==> config.mk <==
export PLATFORM = sky130hd
export DESIGN_NAME = rr_sel_arbiter_3
export DESIGN_NICKNAME = d
export VERILOG_FILES = /design/src/rtl/rr_sel_arbiter_3.sv
export SDC_FILE = /design/constraint.sdc
export NUM_CORES = 1
export LEC_CHECK = 0
export CORE_ASPECT_RATIO = 1.25
export CORE_UTILIZATION = 35
export CTS_CLUSTER_SIZE = 8
export DETAILED_ROUTE_END_ITERATION = 10
export GPL_ROUTABILITY_DRIVEN = 0
export PLACE_DENSITY = 0.6
export SYNTH_ARGS = -nofsm -noshare
export SYNTH_HDL_FRONTEND = slang
export SYNTH_SLANG_ARGS = --single-unit
==> constraint.sdc <==
create_clock -name clk -period 2.1 [get_ports clk]
set_input_delay 0.42 -clock clk [delete_from_list [all_inputs] [get_ports clk]]
set_output_delay 0.42 -clock clk [all_outputs]
set_load 0.02 [all_outputs]
==> src/rtl/rr_sel_arbiter_3.sv <==
// Three-channel round-robin arbiter that drives the registered select for a downstream 3:1 mux.
// A grant is held while its request stays high, but only for a bounded time when other channels are waiting.
module rr_sel_arbiter_3 #(
    parameter int MAX_HOLD = 4
) (
    input  logic       clk,
    input  logic       rst,
    input  logic       en,
    input  logic [2:0] req,
    output logic [2:0] gnt,
    output logic [1:0] sel,
    output logic       gnt_valid
);
    localparam int CW = $clog2(MAX_HOLD + 1);

    typedef enum logic {IDLE, GRANT} state_t;

    state_t        state_q;
    logic [1:0]    ptr_q;
    logic [CW-1:0] hold_q;
    logic [2:0]    gnt_q;
    logic [1:0]    sel_q;
    logic          vld_q;

    function automatic logic [1:0] inc3(input logic [1:0] x);
        return (x == 2'd2) ? 2'd0 : x + 2'd1;
    endfunction

    // Scan ptr, ptr+1, ptr+2 (mod 3); the first set bit wins.
    function automatic logic [1:0] pick(input logic [2:0] c, input logic [1:0] p);
        logic [1:0] i;
        logic [1:0] r;
        logic       f;
        i = p;
        r = p;
        f = 1'b0;
        for (int k = 0; k < 3; k++) begin
            if (!f && c[i]) begin
                r = i;
                f = 1'b1;
            end
            i = inc3(i);
        end
        return r;
    endfunction

    logic [1:0] g_nxt;
    logic [2:0] others;
    logic [1:0] win_idle;
    logic [1:0] win_hand;
    logic       hold_max;

    // The current grantee is excluded from the candidates on both release and preemption,
    // so one arbitration result serves both handoff cases.
    assign g_nxt    = inc3(sel_q);
    assign others   = req & ~gnt_q;
    assign win_idle = pick(req, ptr_q);
    assign win_hand = pick(others, g_nxt);
    assign hold_max = (hold_q == CW'(MAX_HOLD));

    always_ff @(posedge clk) begin
        if (rst) begin
            state_q <= IDLE;
            ptr_q   <= 2'd0;
            hold_q  <= '0;
            gnt_q   <= 3'b000;
            sel_q   <= 2'b00;
            vld_q   <= 1'b0;
        end else begin
            case (state_q)
                IDLE: begin
                    if (en && |req) begin
                        gnt_q   <= 3'b001 << win_idle;
                        sel_q   <= win_idle;
                        vld_q   <= 1'b1;
                        hold_q  <= CW'(1);
                        state_q <= GRANT;
                    end
                end
                GRANT: begin
                    if (!en) begin
                        gnt_q   <= 3'b000;
                        vld_q   <= 1'b0;
                        state_q <= IDLE;
                    end else if (!(|(req & gnt_q))) begin
                        ptr_q <= g_nxt;
                        if (|others) begin
                            gnt_q  <= 3'b001 << win_hand;
                            sel_q  <= win_hand;
                            hold_q <= CW'(1);
                        end else begin
                            gnt_q   <= 3'b000;
                            vld_q   <= 1'b0;
                            state_q <= IDLE;
                        end
                    end else if (hold_max && |others) begin
                        ptr_q  <= g_nxt;
                        gnt_q  <= 3'b001 << win_hand;
                        sel_q  <= win_hand;
                        hold_q <= CW'(1);
                    end else if (!hold_max) begin
                        hold_q <= hold_q + CW'(1);
                    end
                end
                default: state_q <= IDLE;
            endcase
        end
    end

    assign gnt       = gnt_q;
    assign sel       = sel_q;
    assign gnt_valid = vld_q;
endmodule

Word-level counts from Yosys, hierarchy flattened --
Cells that the tools add are included.
Storage, ports and cells: input bits 6, bits in registers 12, word-level logic and storage cells 113, output and inout port bits 6
Cells by class: eq/ne operators 15, $add $sub $neg 6, mux-type cells 56, $lt $le $gt $ge 6, reduce and logical (&&, ||, !) cells 18, bitwise gates (word level) 4, shift operators 2
Operators with widths (count):
- $mux W3 | 11
- $mux W2 | 16
- $lt A2 B3 Y1 const B | 6
- $mux W1 | 18
- $bmux W1 S2 | 6
- $pmux W3 S2 | 2
- $add A2 B1 Y2 const B | 5
- $eq A2 B2 Y1 const B | 5
- $reduce_or A3 Y1 | 3
- $ne A4 B3 Y1 const B | 2
- $reduce_and A4 Y1 | 2
- $and A3 B3 Y3 | 2
- $logic_and A1 B1 Y1 | 6
- $ne A3 B3 Y1 const B | 2
- $reduce_and A3 Y1 | 2
- $shl A1 B2 Y3 const A | 2
- $logic_not A1 Y1 | 4
- $ne A2 B2 Y1 const B | 2
- $pmux W1 S2 | 2
- $pmux W2 S2 | 1
- $add A3 B1 Y3 const B | 1
- $eq A3 B3 Y1 const B | 1
- $ne A3 B1 Y1 const B | 1
- $ne A3 B2 Y1 const B | 1
- other kinds (4) | 4

Logic depth before layout (Yosys ltp) --
Gate-level depths: netlist of the first run.
depth after elaboration 16, mapped depth 7, depth with buffers taken out 7

Least setup slack after synthesis of the first run --
Ideal clock, no wire load.
path type input-to-reg, start point input port req[0], end point register sel_q[1], in the netlist sel[1], library setup time 71 ps, cell stages on the path 6, arrival 1554 ps, data required time 2029 ps, setup slack 476 ps, path through buf_6 > a222oi_1 > or2b_2 > o21ai_2 > a211o_1 > a21oi_1
Between the ends: longest elaborated chain between the ends 14, elaborated cells between the ends (all ways) 45, classes of those cells 3 x eq/ne; 26 x mux; 2 x bitwise; 14 x reduce/logical
RTL lines:
- start, declared | line 9 | input logic [2:0] req,
- $and A3 B3 Y3 | line 56 | assign others = req & ~gnt_q;
- $bmux W1 S2 | line 38 | if (!f && c[i]) begin
- $mux W1 (implied by the code) | line 38
- $mux W1 | line 38
- $logic_not A1 Y1 | line 38
- $logic_and A1 B1 Y1 | line 38
- $mux W1 | line 38
- $logic_not A1 Y1 | line 38
- $logic_and A1 B1 Y1 | line 38
- $mux W2 | line 38
- $mux W2 (on tied branches) | line 87, 96
- $mux W2 | line 85 | end else if (!(|(req & gnt_q))) begin
- $mux W2 | line 81 | if (!en) begin
- $pmux W2 S2 | line 70 | case (state_q)
- end signal, assigned | line 74 | sel_q <= win_idle;
- end signal, assigned | line 89 | sel_q <= win_hand;
- end signal, assigned | line 99 | sel_q <= win_hand;
- end, declared | line 22 | logic [1:0] sel_q;
Several ways; a longest one is shown, not always the timed one. The select of a mux whose other input is x is not followed. A chain may end at the register's enable or synchronous reset.

Final worst setup path of the first run --
start point input port req[2], end point register gnt_q[2], in the netlist gnt[2]
Between the ends: longest elaborated chain between the ends 15, elaborated cells between the ends (all ways) 46, classes of those cells 2 x eq/ne; 2 x shift; 26 x mux; 2 x bitwise; 14 x reduce/logical
RTL lines:
- $and A3 B3 Y3 | line 56
- $bmux W1 S2 | line 38
- $mux W1 (implied by the code) | line 38
- $mux W1 | line 38
- $logic_not A1 Y1 | line 38
- $logic_and A1 B1 Y1 | line 38
- $mux W1 | line 38
- $logic_not A1 Y1 | line 38
- $logic_and A1 B1 Y1 | line 38
- $mux W2 | line 38
- $shl A1 B2 Y3 | line 88, 98
- $mux W3 (on tied branches) | line 87, 96
- $mux W3 | line 85
- $mux W3 | line 81
- $pmux W3 S2 | line 70
- end signal, assigned | line 73 | gnt_q <= 3'b001 << win_idle;
- end signal, assigned | line 88 | gnt_q <= 3'b001 << win_hand;
- end signal, assigned | line 98 | gnt_q <= 3'b001 << win_hand;
- end, declared | line 21 | logic [2:0] gnt_q;
Several ways; a longest one is shown, not always the timed one. The select of a mux whose other input is x is not followed.

==> results of run 1 <==
tightest hold or removal path, cell delays in order, from the launching register on:
cell and delay [ps]:
dfxtp_1 330, a21oi_1 60, nor2_1 70
flip-flops by register name, summed over array words and instances (netlist names):
name / flops
state_q: 1
sel: 2
ptr_q: 2
hold_q: 3
gnt_valid: 1
gnt: 3
logic make-up after synthesis:
| logic type | after synthesis | synth area share, % |
|---|---|---|
| and+or+nand+nor | 35 | 24.0 |
| DFF | 12 | 30.3 |
| AOI/OAI and AO/OA | 36 | 33.5 |
| buffers and inverters | 9 | 5.21 |
| adders and majority gates | 3 | 4.42 |
| muxes | 2 | 2.53 |
metal layers:
| layer | share of wire (%) | global-route usage (%) | up-vias | wire length (µm) |
|---|---|---|---|---|
| met5 | 0 | 0 | - | 0 |
| met4 | 1.7 | 7.58 | 0 | 32 |
| met3 | 3.1 | 2.27 | 5 | 58 |
| met2 | 51 | 33.6 | 14 | 951 |
| met1 | 44 | 22.3 | 389 | 825 |
| li1 | - | - | 418 | - |
through the flow:
stage	worst slack (ps)	hold WS [ps]
final	222	496
after global routing	61.4	548
after CTS	118	504
after detailed placement	-159	483
after global placement	-70.7	470
after floorplan	476	475
final timing paths:
check	start	to	slack, ps	depth (start not counted)
max	req[2]	gnt[2]	220	6
min	gnt_valid	gnt_valid	500	2
max reg2reg	hold_q[0]	gnt[2]	460	7
min reg2reg	gnt_valid	gnt_valid	500	2
synth_stat cells (2+ instances only):
master / count
dfxtp_1: 12
nor2_1: 10
a21oi_1: 7
inv_1: 6
nand2_1: 6
a211oi_1: 5
nand2b_1: 5
nor2b_1: 5
a22oi_1: 3
o21ai_0: 3
o31ai_1: 3
clkbuf_1: 2
ha_1: 2
mux2i_1: 2
nand3b_1: 2
nor3_1: 2
o211ai_1: 2
o32a_1: 2
area by class of cell:
type                    instances  area share (%)
inverters                       6            2.13
multi-input cells              76            48.4
flip-flops and latches         12            22.7
repair buffers                 24            19.8
clock buffers                   4            3.42
well taps                      30            3.54
power by group:
| part | switching (mW) | internal [mW] |
|---|---|---|
| sequential | 0.0169 | 0.241 |
| clock | 0.0831 | 0.105 |
| combinational | 0.0849 | 0.0853 |
| total | 0.185 | 0.432 |
==> metrics, run 1 <==
post-synthesis cell count=97; initial antenna violation count=0; row count=18; RSZ-0062 raised after global routing=false; clock latency on the worst-skew pair=280 ps; Worst-Margin Slew=463 ps; register area share after synthesis=30.3%; EDFF count, synth=0; number of global-route vias before repair=749; Crit. End Element=flop; top_reg_cell synth=dfxtp_1; final setup TNS=0 ps; Synth Net Count=105; worst-path fanout max=7; first-pass GRT wire length=3.36 mm; worst vdd ir=0.424 mV; CTS root buf=clkbuf_4; post-route ant nets=0; vias=826; # DRC=0; DRT Pass-1 Iters=4; Clock Skew=3.82 ps; crit path cell chain=clkdlybuf4s50_1 > nand2b_2 > a31oi_2 > o32a_1 > nor2_1 > a211oi_1; commonest non-fill, non-tap cells in the layout=buf_4 (13), dfxtp_1 (12), nor2_1 (10), clkdlybuf4s50_1 (10), a21oi_1 (7); # hold bufs at CTS=0; DP Area=1020 µm²; Clock Path Buffers=2; CP arrival=2060 ps; CP delay by family, top=compound AO/OA/AOI/OAI gates; final cell count without fillers=152; DRT iter0 DRCs=17; worst setup path category=in2reg; Hold Crit Class=reg2reg; grt ovf=0; Die ar.=2460 µm²; max incr delay on CP=610 ps; Die H=55.2 µm; Syn Area/Cell=8.17 µm²; Final Setup Violations=0; CTS H-tree lvls=1; post-DP HPWL=1.45 mm; Critical Path Source Type=input pin; Leakage=0.416 nW; Slew headroom=69.1%; Power Total=0.617 mW; die extent in x=44.5 µm; P&R area growth vs syn=33.8%; final WL=1.87 mm; CTS buffer count=3; fin crit share=89.4%; Critical Path RT=2290 ps; Register Area=240 µm²; core footprint=2050 µm²; CTS tree=done; post-cts sizing count=0; initial core utilization=38.6%; top post-synthesis cells by area=dfxtp_1 (30%), a211oi_1 (4.7%), nor2_1 (4.7%); All-Layer GR Usage=18.6%; post-synthesis async set-or-reset flop share=0%; post-synth top area share=30.3%; Synth Warn #=0; clock-pin transition on the worst setup and hold timing paths=80 ps; number of max-cap violations=0; Port Buffer Count=11; Post-CTS Setup Bufs=0; Peak Freq=533 MHz; Netlist cell types=36; final hold viol count=0; nets@finish=131; slowest stage cell, crit path=clkdlybuf4s50_1; # clock sinks=12; WL/cell=12.3 µm; Final Max Slew Viols=0; share of cells above drive strength 1=18.0%; ANT cells=0; Syn Std Cell Area=792 µm²; pin count of the biggest net entering global routing=15; most common cell after layout, fill and taps aside=buf_4; Final Cell Area=1060 µm²; area taken by multi-input logic gates=513 µm²; CP bufs+invs=1; Period minus WS final=1880 ps; outcome=complete, no violations; number of synthesized register bits=12; I/O pin count=12; Pwr Density=582 nW/µm²; Via density=5.43; Fill cells=205; Yosys top cell by area=dfxtp_1; final core occ=51.7%; placed insts=148
No activity file was read; power rests on OpenSTA's default activity.
==> run 2: changes to the inputs <==
CORE_MARGIN = 5   (was not set)
==> run 2 against run 1 <==
Compared with the run above: register-to-register slack about the same; sequential share of layout area rose by 0.24 points; total power is 8.4% lower; maximum frequency decreased by 5.5%; utilization shrank 3.8 points; hold slack worse by 10 ps; largest cell class unchanged.
==> metrics, run 2 (synthesis results as in run 1) <==
number of global-route vias before repair=784 (+4.7%); hold depth=2 (unchanged); row count=19 (+1); Most Used Layer, Global Route=met2; core footprint=2190 µm² (+6.7%); share of cells above drive strength 1=16.7% (-1.4 points); CP arrival=2170 ps (+110 ps); # DRC=0 (unchanged); CTS H-tree lvls=1 (unchanged); Power Total=0.565 mW (-8.4%); Hold Crit Class=reg2reg; worst-path fanout max=7 (unchanged); CTS buffer count=3 (unchanged); # clock sinks=12 (unchanged); final cell count without fillers=151 (-0.66%); Slew headroom=68.3% (-0.76 points); post-DP HPWL=1.51 mm (+4.0%); post-cts sizing count=0 (unchanged); RSZ-0062 raised after global routing=false; Port Buffer Count=11 (unchanged); CTS root buf=clkbuf_4; Peak Freq=503 MHz (-5.5%); worst vdd ir=0.311 mV (-27%); All-Layer GR Usage=13.2% (-5.4 points); final WL=1.95 mm (+4.4%); Reg2Reg Launch Point=gnt[0]; DRT Pass-1 Iters=4 (unchanged); DRT iter0 DRCs=17 (unchanged); Leakage=0.396 nW (-4.7%); initial core utilization=36.2% (-2.4 points); die extent in x=52.5 µm (+18%); WHS Endpoint=gnt_valid; M3 GR Usage=1.42% (-0.86 points); met1 global-route usage=16.2% (-6.1 points); vias=793 (-4.0%); grt ovf=0 (unchanged); clock-pin transition on the worst setup and hold timing paths=70 ps (about the same); GR Layer Usage met2=21.7% (-12 points); final hold viol count=0 (unchanged); Via density=5.25 (-3.4%); WL/cell=12.9 µm (+5.1%); Final Setup Violations=0 (unchanged); Worst-Margin Slew=474 ps (+11.3 ps); I/O pin count=12 (unchanged); Clock Skew=1.74 ps (-2.08 ps); final core occ=47.9% (-3.8 points); commonest non-fill, non-tap cells in the layout=dfxtp_1 (12), buf_4 (12), clkdlybuf4s50_1 (11); clock latency on the worst-skew pair=260 ps (-20 ps); pin count of the biggest net entering global routing=15 (unchanged); Period minus WS final=1990 ps (+109 ps); CTS tree=done; R2R depth=5 (-2); Final Max Slew Viols=0 (unchanged); post-route ant nets=0 (unchanged); nets@finish=130 (-0.76%); Die ar.=3320 µm² (+35%); placed insts=148 (unchanged); Critical Path RT=2280 ps (about the same); initial antenna violation count=0 (unchanged); P&R area growth vs syn=32.4%; Critical Path Source Type=input pin; Clock Path Buffers=2 (unchanged); FF-to-FF End=sel[1]; worst setup path category=in2reg; fin crit share=94.6% (+5.2 points); min-delay src=gnt_valid; outcome=complete, no violations; # hold bufs at CTS=0 (unchanged); Crit. End Element=flop; number of max-cap violations=0 (unchanged); flop2flop setup slack=470 ps (about the same); Die H=63.2 µm (+14%); ANT cells=0 (unchanged); Min Hold Slack=486 ps (-10.5 ps); first-pass GRT wire length=3.42 mm (+1.8%); Post-CTS Setup Bufs=0 (unchanged); Pwr Density=539 nW/µm² (-7.4%)
==> run 2: report_power, final <==
part / internal [mW] / switching, mW / leakage [nW]
Combinational: 0.0842 / 0.0869 / 0.284
Sequential: 0.241 / 0.0176 / 0.0985
Clock: 0.0661 / 0.0691 / 0.0138
Total: 0.392 / 0.174 / 0.396
==> run 2: routing by layer <==
metal  share of wire (%)  vias to the layer above
li1                    -                      413
met1                  46                      362
met2                  49                       12
met3                 2.4                        6
met4                 3.2                        0
met5                   0                        -
==> run 2: worst max path at each step <==
stage                 from         to  slack [ps]  depth (start not counted)
finish              req[0]     sel[1]         110                          6
global route        req[0]     sel[1]           1                          6
CTS                 req[0]  hold_q[1]         140                          6
detailed placement  req[0]     sel[1]        -110                          6
global placement    req[0]  hold_q[1]        -130                          6
floorplan           req[0]     sel[1]         480                          6
==> run 2: metrics by stage <==
stage	setup TNS [ps]	setup slack, ps	cell area, µm²
after floorplan	0	476	792
after global placement	-695	-130	1010
after detailed placement	-885	-114	1010
after CTS	0	135	1030
after global routing	0	1.06	1050
final	0	114	1050
==> run 2: critical path: stages <==
cell	delay, ps
clkdlybuf4s50_1	520
a222oi_1	520
or2b_2	240
o21ai_2	90
a211o_1	230
a21oi_1	150
==> run 2: final cells by class <==
| class | count | area, µm² |
|---|---|---|
| flip-flops and latches | 12 | 240 |
| clock buffers | 3 | 22.5 |
| well taps | 31 | 38.8 |
| multi-input cells | 76 | 524 |
| repair buffers | 23 | 200 |
| inverters | 6 | 22.5 |
| fillers | 222 | 1140 |
==> run 3: changes to the inputs <==
GPL_TIMING_DRIVEN = 0   (was not set)
==> run 3 against run 2 <==
Compared with the run above: routed wire length shrank 2.8%; register-to-register slack worse by 80 ps; worst setup slack gained 8.5 ps; sequential cell count unchanged; sequential share of layout area grew 1.5 points; non-clock buffer count decreased by 10; critical path type unchanged.
==> metrics, run 3 (synthesis results as in run 1) <==
Die H=63.2 µm (unchanged); first-pass GRT wire length=3.23 mm (-5.6%); DP Area=931 µm² (-8.0%); Via density=5.41 (+3.0%); Top Metal Used=met4; Pwr Density=607 nW/µm² (+13%); met3 WL post-DR=51 µm (+8.5%); combinational share of power=26.1% (-4.2 points); CTS root buf=clkbuf_4; vias=768 (-3.2%); outcome=complete, no violations; Clock Skew=0.673 ps (-1.07 ps); CTS buffer count=3 (unchanged); Hold Crit Class=reg2reg; post-DP HPWL=1.46 mm (-3.3%); Die ar.=3320 µm² (unchanged); ANT cells=0 (unchanged); worst vdd ir=0.380 mV (+22%); # DRC=0 (unchanged); Worst-Margin Slew=466 ps (-7.56 ps); Power Total=0.596 mW (+5.5%); WL/cell=13.4 µm (+3.4%); Pint=0.415 mW (+6.0%); final WL=1.90 mm (-2.8%); initial antenna violation count=0 (unchanged); sw frac=30.4% (-0.33 points); row count=19 (unchanged); Clock Path Buffers=2 (unchanged); pin count of the biggest net entering global routing=11 (-4); nets@finish=120 (-7.7%); most common cell after layout, fill and taps aside=dfxtp_1; final setup TNS=0 ps (unchanged); commonest non-fill, non-tap cells in the layout=dfxtp_1 (12), nor2_1 (10), clkdlybuf4s50_1 (10); Peak Freq=506 MHz (+0.43%); RSZ-0062 raised after global routing=false; grt ovf=0 (unchanged); Crit. End Element=flop; clock-pin transition on the worst setup and hold timing paths=80 ps (about the same); All-Layer GR Usage=12.7% (-0.48 points); I/O pin count=12 (unchanged); met1 wire length=846 µm (-4.8%); number of global-route vias before repair=752 (-4.1%); P_sw=0.181 mW (+4.3%); fin crit share=94.2% (-0.40 points); die extent in x=52.5 µm (unchanged); Period minus WS final=1980 ps (-8.49 ps); clock latency on the worst-skew pair=270 ps (about the same); final core occ=44.9% (-3.0 points); Critical Path Source Type=input pin; Leakage=0.353 nW (-11%); # clock sinks=12 (unchanged); met2 wire len=964 µm (+1.5%); P&R area growth vs syn=24.0%; Clock power frac=31.0% (+7.1 points); CTS tree=done; Slew headroom=68.9% (+0.60 points); share of cells above drive strength 1=9.01% (-7.7 points); initial core utilization=36.2% (unchanged); flop2flop setup slack=390 ps (-80 ps); core footprint=2190 µm² (unchanged); post-route ant nets=0 (unchanged); worst setup path category=in2reg; DRT iter0 DRCs=9 (-8); Fill cells=238 (+7.2%); Final Setup Violations=0 (unchanged); Port Buffer Count=10 (-1); Sequential Power Share=42.9% (-2.9 points); Critical Path RT=2260 ps (-20 ps); worst-path fanout max=8 (+1); Final Max Slew Viols=0 (unchanged); CP arrival=2140 ps (-30 ps); DRT Pass-1 Iters=4 (unchanged); final hold viol count=0 (unchanged); number of max-cap violations=0 (unchanged); CTS H-tree lvls=1 (unchanged); Final Cell Area=982 µm² (-6.3%)
==> run 3: worst paths after layout <==
kind,start,cells past startpoint,endpoint
worst min-delay path,gnt_valid,2,gnt_valid
worst min register to register,gnt_valid,2,gnt_valid
worst max register to register,state_q,5,hold_q[1]
worst max-delay path,req[1],6,hold_q[1]
==> run 3: cell type report <==
class	instances	area (µm²)	area share (%)
clock buffer	4	36.3	3.69
buffer	3	18.8	1.91
timing repair buffer	10	100	10.2
tap	31	38.8	3.95
multi-input combinational	76	526	53.5
sequential	12	240	24.5
inverter	6	22.5	2.29
==> run 3: metrics by stage <==
stage | hold slack, ps | worst slack (ps) | instances
4_1_cts | 501 | 111 | 142
3_5_place_dp | 483 | -179 | 138
3_3_place_gp | 474 | -171 | 138
6_report | 488 | 122 | 142
2_1_floorplan | 475 | 476 | 97
5_1_grt | 540 | 13.4 | 142
==> run 3: timing repair <==
item                                   in CTS  in global routing
hold buffers                                0                  0
resized for setup                           0                  2
endpoints found under the hold margin       0                  0
setup endpoints to repair                   0                  2
setup buffers                               0                  0
==> run 3: per-layer routing <==
| metal | up-vias | global-route usage (%) |
|---|---|---|
| met4 | 0 | 7.35 |
| met2 | 10 | 20.0 |
| met1 | 357 | 15.4 |
| li1 | 397 | - |
| met3 | 4 | 2.83 |
| met5 | - | 0 |
==> run 3: power by group through the flow <==
| stage | sequential, mW | clock (mW) | combinational [mW] |
|---|---|---|---|
| after global routing | 0.259 | 0.201 | 0.172 |
| after global placement | 0.261 | 0 | 0.148 |
| final | 0.256 | 0.185 | 0.155 |
| after CTS | 0.256 | 0.192 | 0.152 |
| after detailed placement | 0.262 | 0 | 0.151 |
| after floorplan | 0.270 | 0 | 0.0893 |
==> run 3: worst max-delay path, stage by stage <==
cell and delay [ps]:
clkdlybuf4s50_1 620, a222oi_1 170, or2b_2 360, o31ai_1 370
nand3b_1 120, o41ai_1 80
==> RTL change 1: new RTL, flow settings as in run 3 <==
`MAX_HOLD`: 4 -> 8.
--- a/src/rtl/rr_sel_arbiter_3.sv
+++ b/src/rtl/rr_sel_arbiter_3.sv
@@ -2,5 +2,5 @@
 // A grant is held while its request stays high, but only for a bounded time when other channels are waiting.
 module rr_sel_arbiter_3 #(
-    parameter int MAX_HOLD = 4
+    parameter int MAX_HOLD = 8
 ) (
     input  logic       clk,
Formal check against the unedited RTL: not equivalent (Yosys sat finds a counterexample within 10 cycles, from zero or initial values and one cycle with rst high).
==> RTL change 1 against run 3 <==
- setup slack improved by 0.023 ns
- wire length rose by 15%
- sequential cell count rose by 1
- core utilization fell by 0.68 points
- total power rose by 1.7%
- global-route usage rose by 0.78 points
- synthesized area rose by 12%
- final area rose by 9.3%
- critical path type unchanged
- critical endpoint is now hold_q[2]
- largest cell class unchanged
==> RTL change 1: results (changes against run 3) <==
Finish
  – Clock buf/inv share: 2.448% (-1.2 points)
  – FF+latch area: 260.3 um2 (+8.3%)
  – Share of cells above drive strength 1: 13.01% (+4.0 points)
  – Filler instances: 271 (+14%)
  – Non-clk buf share: 12.24% (+0.14 points)
  – Non-clk bufs: 15 (+2)
  – Seq Cell Count: 13 (+1)
  – Fraction of area in multi-input gates: 56.18% (+2.7 points)
  – #MultiIn Comb: 88 (+16%)
  – Final nets: 132 (+10%)
  – Inverters: 3 (-3)

Timing
  – Period minus WS final: 1.955 ns (-0.02302 ns)
  – Slew Limit Headroom: 65.08% (-3.8 points)
  – Clock skew: 0.005887 ns (+0.005214 ns)

Global route
  – Vias in the first global route: 814 (+8.2%)
  – Met1 Use GR: 17.03% (+1.6 points)
  – Met2 GRT Util: 22.49% (+2.5 points)
  – Met3 GRT Util: 2.257% (-0.57 points)
  – First-pass GRT wire length: 3684 um (+14%)
  – All-Layer GR Usage: 13.51% (+0.78 points)

Status
  – Status: complete, no violations

Place
  – HPWL reported at the end of detailed placement: 1649 um (+13%)
  – PortBufs: 10 (unchanged)
  – Placed Instances: 151 (+9.4%)
  – Worst slack, placed: -0.2540 ns (-0.07449 ns)

Logic synthesis
  – Yosys cell types: 43 (+19%)
  – Synth top cells by count: 13 x dfxtp_1, 13 x nor2_1, 8 x nand2b_1
  – Syn nets: 116 (+10%)
  – Warnings, synthesis: 0 (unchanged)
  – Compound-Gate Fraction of Synth Area: 28.51% (-5.0 points)
  – Syn avg cell area: 8.249 um2 (+1.0%)
  – Register area share after synthesis: 29.21% (-1.1 points)
  – Multiplexer area fraction after synthesis: 3.511% (+0.98 points)
  – Adder-Cell Fraction of Synth Area: 2.809% (-1.6 points)
  – Synth top area cells: dfxtp_1 29%, nand2b_1 5.6%, nor2_1 5.5%
  – Xor/xnor cell area share of the yosys netlist: 0.9831% (+0.98 points)

Route
  – Vias per std cell: 5.603 (+3.6%)
  – Wire length on met3: 104 um (+100%)
  – DRT met1 WL: 966 um (+14%)
  – WL met2: 1082 um (+12%)
  – Total wire length: 2180 um (+15%)
  – First DRT Iteration DRCs: 27 (+18)
  – Routed via count: 874 (+14%)

Pwr
  – Static Leakage: 0.3914 nW (+11%)
  – Max rail drop VDD: 0.2725 mV (-28%)
  – Clock power share: 26.8% (-4.2 points)
  – Cell Int Power: 0.4102 mW (-1.1%)
  – Logic power comb: 0.167 mW (+8%)
  – Power Density: 564.5 nW/um2 (-7.0%)

Worst setup path
  – CP arrival: ~2.2 ns
  – Crit path launch: req[1]
  – R2R Setup Slk: 0.44 ns (+0.05 ns)
  – Worst reg2reg startpoint: hold_q[0]
  – R2R Path End: hold_q[2]
  – Worst Reg-to-Reg Cells: 7 (+2)

Min path
  – Worst hold path type: flop to flop
RTL change 1: through the flow:
step	hold slack, ns	util, %	cell area (um2)	setup TNS [ns]
global placement	0.4697	42.53	1032	-1.381
finish	0.4975	44.23	1074	0
global route	0.5383	44.23	1074	0
detailed placement	0.4787	42.53	1032	-1.320
CTS	0.4989	43.61	1059	0
floorplan	0.4752	-	890.9	0
RTL change 1: worst min path at each step:
stage,to,cells after the start
after floorplan,hold_q[1],2
after global placement,gnt_valid,2
after detailed placement,gnt_valid,2
after CTS,gnt_valid,2
after global routing,gnt_valid,2
final,gnt_valid,2
RTL change 1: worst max-delay path, stage by stage:
cell             delay [ns]
clkdlybuf4s50_1        0.62
a222oi_1               0.15
buf_4                  0.16
nor2b_2                0.23
nand2b_2               0.12
a21o_1                 0.21
a311oi_2               0.23
==> RTL change 2: new RTL, settings of run 3 <==
Made on the original files. Reset style: asynchronous (`rst`), changed in one clocked block.
--- a/src/rtl/rr_sel_arbiter_3.sv
+++ b/src/rtl/rr_sel_arbiter_3.sv
@@ -59,5 +59,5 @@
     assign hold_max = (hold_q == CW'(MAX_HOLD));
 
-    always_ff @(posedge clk) begin
+    always_ff @(posedge clk or posedge rst) begin
         if (rst) begin
             state_q <= IDLE;
Behaviour: differs if rst is asserted again (counterexample within 4 cycles, from zero or initial values and one cycle with rst high); with rst held inactive, the same outputs for 10 cycles.
==> RTL change 2 against run 3 <==
- synthesized cell count decreased by 4.1%
- setup slack got worse by 0.0079 ns
- sequential cell count unchanged
- wire length decreased by 3.0%
- highest routed layer unchanged
- synthesized area increased by 5.2%
- clock skew increased by 0.0017 ns
- final area increased by 2.9%
Power is not compared: it rests on default switching activity, and its combinational part moved more than twofold at a synthesized area within 25%.
==> RTL change 2: results (changes against run 3) <==
Logic synthesis
  – Synth top area cells: dfrtp_1 36%, nor2_1 4.5%, a21oi_1 4.2%
  – Register area share after synthesis: 36.04% (+5.7 points)
  – Synth top cells by count: 12 x dfrtp_1, 10 x nor2_1, 7 x a21oi_1
  – Asr flop ratio synth: 100.0% (+100 points)
  – Syn nets: 101 (-3.8%)
  – Synth Flop Type: dfrtp_1

Global route
  – Vias in the first global route: 726 (-3.5%)
  – All-Layer GR Usage: 12.22% (-0.51 points)
  – First-pass GRT wire length: 3167 um (-1.9%)

Worst setup path
  – Biggest cell delay along the critical path: 0.58 ns (-0.04 ns)
  – Worst reg2reg startpoint: gnt[2]
  – R2R Path End: sel[0]
  – Worst Path Max Fanout: 7 (-1)
  – Slowest cell on crit path: clkdlybuf4s50_1
  – R2R Setup Slk: 0.35 ns (-0.04 ns)

Place
  – PortBufs: 9 (-1)
  – HPWL reported at the end of detailed placement: 1448 um (-0.82%)

Finish
  – Commonest non-fill, non-tap cell in the layout: dfrtp_1
  – Share of cells above drive strength 1: 13.08% (+4.1 points)
  – Final nets: 116 (-3.3%)
  – Filler instances: 231 (-2.9%)

Route
  – First DRT Iteration DRCs: 16 (+7)
  – Vias per std cell: 5.558 (+2.8%)
  – Drt wl/cell: 13.33 um (-0.19%)

Timing
  – Slew Limit Headroom: 69.00% (+0.10 points)
  – Clock skew: 0.002335 ns (+0.001662 ns)

Run
  – Max-Cap Viols: 0 (unchanged)

Status
  – Status: complete, no violations

Min path
  – Worst hold path type: input port to asynchronous set/reset pin
-- RTL change 2: cell families after synthesis --
kind of cell | Yosys count | share of synthesized area [%]
AO/OA/AOI/OAI | 29 | 24.03
AND/OR/NAND/NOR | 35 | 23.12
buffers and inverters | 8 | 4.654
flip-flops | 12 | 36.04
adder cells (fa/ha/maj) | 3 | 4.204
multiplexers | 6 | 7.958
-- RTL change 2: timing repair --
item	in CTS	in global routing
setup endpoints to repair	8	2
hold buffers	0	0
cloned	0	0
pin swaps	1	0
resized for setup	0	1
buffers inserted	1	0
-- RTL change 2: power by group through the flow --
stage,clock [mW],sequential [mW],combinational (mW)
finish,0.181,0.409,0.561
global route,0.200,0.426,0.621
CTS,0.190,0.409,0.564
floorplan,0,0.446,0.329
detailed placement,0,0.414,0.548
global placement,0,0.414,0.540
-- RTL change 2: area by class of cell --
| type | count | area share [%] |
|---|---|---|
| buffer | 4 | 2.351 |
| clock buffer | 4 | 3.589 |
| multi-input combinational | 73 | 49.38 |
| sequential | 12 | 29.70 |
| inverter | 4 | 1.485 |
| tap | 31 | 3.837 |
| timing repair buffer | 10 | 9.653 |
-- RTL change 2: through the flow --
step	instance area (um2)	hold WS, ns	instances	setup WS, ns
6_report	1011	0.4459	138	0.1143
5_1_grt	1011	0.4841	138	0.02001
4_1_cts	1006	0.4523	138	0.1429
3_5_place_dp	962.2	0.5240	133	-0.4697
3_3_place_gp	962.2	0.5314	133	-0.4897
2_1_floorplan	833.3	0.2847	93	0.2504
-- RTL change 2: worst max-delay path by stage --
stage           start      to  slack [ns]
2_1_floorplan  gnt[0]  sel[1]        0.25
3_3_place_gp   req[0]  sel[1]       -0.49
3_5_place_dp   req[0]  sel[0]       -0.47
4_1_cts        req[0]  sel[0]        0.14
5_1_grt        req[0]  sel[0]        0.02
6_report       req[0]  sel[0]        0.11
-- RTL change 2: worst register-to-register path: cells and delay by family (launching register included) --
kind	cells	cell delay [ns]
compound gates	2	0.41
flops	1	0.41
mux	2	0.55
simple gates	1	0.26
-- RTL change 2: per-layer routing --
layer | routed length, um | track usage, % | share of wire, %
met5 | 0 | 0 | 0
met4 | 48 | 7.668 | 2.6
met3 | 92 | 2.294 | 5.0
met2 | 863 | 18.40 | 47
met1 | 834 | 15.74 | 45
